===== src/rtl/operand_pkg.sv =====
// Shared operand-select constants: default geometry and the source index map
// used by the control decoder and forwarding unit.
package operand_pkg;

    localparam int OP_WIDTH = 32;
    localparam int OP_NSRC  = 4;
    localparam int OP_CNTW  = 8;

    localparam int SRC_GRF   = 0;
    localparam int SRC_EXT   = 1;
    localparam int SRC_FWD_M = 2;
    localparam int SRC_FWD_W = 3;

    // Nonzero count wraps would hide long stalls, so the counter pins at max.
    function automatic logic [OP_CNTW-1:0] sat_inc8(input logic [OP_CNTW-1:0] v);
        return (v == '1) ? v : v + 1'b1;
    endfunction

endpackage


===== src/rtl/operand_mux_comb.sv =====
// Purely combinational NSRC:1 word mux; reports whether the select names a real source.
module operand_mux_comb #(
    parameter int WIDTH = 32,
    parameter int NSRC  = 4,
    parameter int SELW  = (NSRC > 1) ? $clog2(NSRC) : 1
) (
    input  logic [NSRC*WIDTH-1:0] src_data_i,
    input  logic [SELW-1:0]       sel_i,
    output logic [WIDTH-1:0]      data_o,
    output logic                  in_range_o
);

    localparam logic [SELW:0] NSRC_L = (SELW+1)'(NSRC);

    always_comb begin
        data_o = '0;
        for (int i = 0; i < NSRC; i++) begin
            if (sel_i == SELW'(i)) begin
                data_o = src_data_i[i*WIDTH +: WIDTH];
            end
        end
    end

    assign in_range_o = ({1'b0, sel_i} < NSRC_L);

endmodule


===== src/rtl/operand_sel_reg.sv =====
// ID/EX operand register: selects one of NSRC sources, with flush > stall > load
// priority, a sticky illegal-select flag and a saturating stall-hold counter.
module operand_sel_reg
    import operand_pkg::*;
#(
    parameter int WIDTH = OP_WIDTH,
    parameter int NSRC  = OP_NSRC,
    parameter int SELW  = (NSRC > 1) ? $clog2(NSRC) : 1,
    parameter int CNTW  = OP_CNTW
) (
    input  logic                  clk,
    input  logic                  reset,
    input  logic                  stall,
    input  logic                  flush,
    input  logic                  in_valid,
    input  logic [NSRC*WIDTH-1:0] src_data,
    input  logic [SELW-1:0]       sel,
    output logic [WIDTH-1:0]      out_data,
    output logic                  out_valid,
    output logic [SELW-1:0]       out_sel,
    output logic                  sel_err,
    output logic [CNTW-1:0]       stall_cnt
);

    localparam logic [CNTW-1:0] CNT_MAX = '1;

    logic [WIDTH-1:0] data_q, data_d;
    logic             valid_q, valid_d;
    logic [SELW-1:0]  sel_q, sel_d;
    logic             err_q, err_d;
    logic [CNTW-1:0]  cnt_q, cnt_d;

    logic [WIDTH-1:0] mux_data;
    logic             mux_in_range;

    operand_mux_comb #(
        .WIDTH (WIDTH),
        .NSRC  (NSRC),
        .SELW  (SELW)
    ) u_mux (
        .src_data_i (src_data),
        .sel_i      (sel),
        .data_o     (mux_data),
        .in_range_o (mux_in_range)
    );

    always_comb begin
        data_d  = data_q;
        valid_d = valid_q;
        sel_d   = sel_q;
        err_d   = err_q;
        cnt_d   = cnt_q;
        if (flush) begin
            data_d  = '0;
            valid_d = 1'b0;
            sel_d   = '0;
            cnt_d   = '0;
        end else if (stall) begin
            // Only a held real instruction counts as a stall cycle.
            if (!valid_q) begin
                cnt_d = '0;
            end else if (cnt_q != CNT_MAX) begin
                cnt_d = cnt_q + 1'b1;
            end
        end else begin
            data_d  = mux_in_range ? mux_data : '0;
            valid_d = in_valid;
            sel_d   = sel;
            cnt_d   = '0;
            err_d   = err_q | (in_valid & ~mux_in_range);
        end
    end

    always_ff @(posedge clk) begin
        if (reset) begin
            data_q  <= '0;
            valid_q <= 1'b0;
            sel_q   <= '0;
            err_q   <= 1'b0;
            cnt_q   <= '0;
        end else begin
            data_q  <= data_d;
            valid_q <= valid_d;
            sel_q   <= sel_d;
            err_q   <= err_d;
            cnt_q   <= cnt_d;
        end
    end

    assign out_data  = data_q;
    assign out_valid = valid_q;
    assign out_sel   = sel_q;
    assign sel_err   = err_q;
    assign stall_cnt = cnt_q;

endmodule


===== config.mk =====
export PLATFORM = sky130hd
export DESIGN_NAME = operand_sel_reg
export DESIGN_NICKNAME = d
export VERILOG_FILES = /design/src/rtl/operand_pkg.sv /design/src/rtl/operand_mux_comb.sv /design/src/rtl/operand_sel_reg.sv
export SDC_FILE = /design/constraint.sdc
export NUM_CORES = 1
export LEC_CHECK = 0
export CORE_UTILIZATION = 34
export CTS_CLUSTER_SIZE = 14
export DETAILED_ROUTE_END_ITERATION = 8
export GPL_TIMING_DRIVEN = 1
export PLACE_DENSITY = 0.81
export SLEW_MARGIN = 20
export SYNTH_ARGS = -nofsm -noshare
export SYNTH_HDL_FRONTEND = slang
export SYNTH_SLANG_ARGS = --single-unit

===== constraint.sdc =====
create_clock -name clk -period 2.3 [get_ports clk]
set_clock_uncertainty 0.15 [all_clocks]
set_input_delay 0.46 -clock clk [delete_from_list [all_inputs] [get_ports clk]]
set_output_delay 0.46 -clock clk [all_outputs]
set_load 0.03 [all_outputs]

==> impl_results.md, run 1 <==
- DR WL met3: approximately 480 µm
- CTS Sinks: between 40 and 50
- Gr usage total: 20.6%
- Detailed Routing Iterations Pass 1: 4
- Vias in the first global route: between 2000 and 3000
- Mapped cell area: roughly 0.0024 mm²
- Initial antenna violation count: 0
- CTS Buf Count: 5
- DR iter-0 viols: between 40 and 50
- Critical Path RT: about 1.7 ns
- Final hold vios: 0
- Crit end category: output pin
- Syn Nets: approximately 370
- Mapped Avg Cell Area: between 10 and 15 µm²
- CP Launch Type: flop
- Min cycle time layout: 2.11 ns
- Worst Hold Path Cells: 1
- WHS: between 0.3 and 0.4 ns
- CP top delay family: buffers and inverters
- Slew @ Worst Pin: 0.484 ns
- Routed length per instance: roughly 15 µm
- CP cell instances: clkdlybuf4s50_1
- Final nets: around 550
- Power Density: about 450 mW/mm²
- Sequential area share after synthesis: between 30% and 40%
- Die area: 0.00736 mm²
- Core Area: just under 0.007 mm²
- # port buffers: between 150 and 200
- Slew margin rel.: 67.3%
- Post-CTS Resized: 0
- H-tree Lvls: 2
- Status: finished clean
- CTS max path bufs: 2
- Fin util: between 60% and 70%
- Setup ws final: between 0.15 and 0.2 ns
- Setup slack at placement: -0.0137 ns
- Ant diodes: 0
- CP max-delay cell: clkdlybuf4s50_1
- Root Buffer Master: clkbuf_8
- Slowest cell delay on critical path: 0.74 ns
- CTS tree: built
- Detailed placer's ending HPWL: ~5900 µm
- Pins Over Slew Limit: 0
- Vias/cell: a little over 5
- Power Total: slightly below 2 mW
- Count of cell types in the netlist: 31
- Setup Crit Path Kind: flop to output pin
- R2R depth: 4
- Worst vdd ir: ~0.28 mV
- Fill cell count: 579
- Final setup vio count: 0
- Die height: between 80 and 90 µm
- Crit path max fanout: 9
- Number of synthesized register bits: 43
- Placer congestion estimate: 0.812
- Met1 WL: roughly 3000 µm
- Postcts setup bufs: 0
- Critical path arrival: roughly 1.5 ns
- Worst hold path class: flop to flop
- Post-synthesis cell count: 238
- Max frequency: about 470 MHz
- Area grow syn2layout: 82.0%
- Drt total wl: about 7500 µm
- Fin Setup TNS: 0 ns
- Max cap viols: 0
- Largest net degree at the start of global routing: 42
- Row count: 30
- CTS clk-pin slew, worst paths: about 0.08 ns
- Placed instance count: around 500
- Finished Layout Cells: slightly above 500
- Placed Area: approximately 0.0042 mm²
- Clk Latency, worst-skew pair: about 0.28 ns
- Cell area after layout: 0.00435 mm²
- P_leak: slightly below 2 nW
- Final Cycle Share: 91.9%
- Remaining DRCs: 0
- WP depth: 1
- Grt total ovfl: 0
- Met2 wire length: between 3000 and 4000 µm
- Unrepaired setup endpoints after global routing: no
- DIE WIDTH: between 80 and 90 µm
- Detail Route Antenna Nets: 0
- I/O pins: 179
- First-pass GRT wire length: approximately 12000 µm
- Initial Util: between 30% and 40%
- Vias: around 2600
- CTS Hold Buffers Added: 0
- Share of layout cells above drive strength 1: 4.62%
- Buf/Inv on CP: 1
- Top Layer Used: met4
- Yosys warnings: 0
==> cells by family (layout without fill, tap and decap cells) <==
kind of cell | Yosys count | after routing | synth area share [%]
compound gates | 77 | 77 | 21.7
fa+ha+maj | 1 | 1 | 0.524
buf+inv | 23 | 196 | 7.02
flops | 43 | 43 | 36.0
mux | 67 | 67 | 28.1
other cells | 1 | 1 | 0.157
simple gates | 26 | 26 | 6.50
==> per-layer routing <==
layer / global-route usage (%) / vias to the layer above
met5: 0 / -
met4: 6.36 / 0
li1: - / 1256
met3: 5.10 / 15
met2: 37.6 / 106
met1: 23.7 / 1182
==> path summary, 6_finish.rpt <==
check               start      endpoint  slack [ns]
min reg2reg  out_data[31]  out_data[31]        0.30
min          out_data[31]  out_data[31]        0.30
max reg2reg  stall_cnt[0]  stall_cnt[5]        0.77
max          stall_cnt[4]  stall_cnt[4]        0.19
==> power by group <==
group          leakage, nW  total, mW  switching [mW]  internal (mW)
clock               0.0654      0.675           0.241          0.434
sequential           0.350      0.784          0.0142          0.770
combinational         1.55      0.515           0.185          0.330
==> cell usage in the layout (no fill, tap or decap), types with 2 or more instances in the layout <==
cell type / n
a211oi_1: 2
a21o_1: 31
a21oi_1: 2
a31oi_1: 4
buf_12: 2
buf_4: 8
bufinv_16: 2
clkbuf_8: 5
clkdlybuf4s50_1: 176
dfxtp_1: 43
inv_1: 2
mux2i_1: 67
nand2_1: 3
nand3_1: 4
nand4_1: 2
nor3_1: 8
o21ai_0: 5
o22ai_1: 31
==> synthesized netlist by cell type <==
cell type	count	area (µm²)
a211oi_1	2	15.0
a21boi_0	1	7.51
a21o_1	31	233
a21oi_1	2	10.0
a31oi_1	4	25.0
and3_1	1	6.26
and4_1	1	8.76
buf_1	3	11.3
buf_2	2	10.0
buf_4	2	15.0
buf_6	5	56.3
buf_8	3	45.0
clkbuf_1	6	22.5
conb_1	1	3.75
dfxtp_1	43	861
ha_1	1	12.5
inv_1	2	7.51
mux2i_1	67	671
nand2_1	3	11.3
nand3_1	4	20.0
nand4_1	2	12.5
nor2_1	1	3.75
nor3_1	8	40.0
nor3b_1	2	15.0
nor4_1	1	6.26
nor4bb_1	1	10.0
o21ai_0	5	25.0
o221ai_1	1	8.76
o22ai_1	31	194
or4_4	1	11.3
or4b_1	1	10.0
==> final cells by class <==
type | count | area [µm²] | area share [%]
Sequential cell | 43 | 861 | 19.8
Timing Repair Buffer | 186 | 1860 | 42.8
Inverter | 2 | 7.51 | 0.173
Multi-Input combinational cell | 172 | 1370 | 31.4
Clock buffer | 6 | 72.6 | 1.67
Clock inverter | 2 | 60.1 | 1.38
Tap cell | 96 | 120 | 2.76
==> sequential cells by signal, summed over array words and instances (netlist names) <==
register   cells
out_data      32
stall_cnt      8
out_sel        2
out_valid      1
Power figures use the tool's default switching activity.
==> inputs of run 2 (changes only) <==
- CAP_MARGIN: not set -> 20
==> results of run 2 <==
Final layout, timing and power as in run 1 (identical DEF).
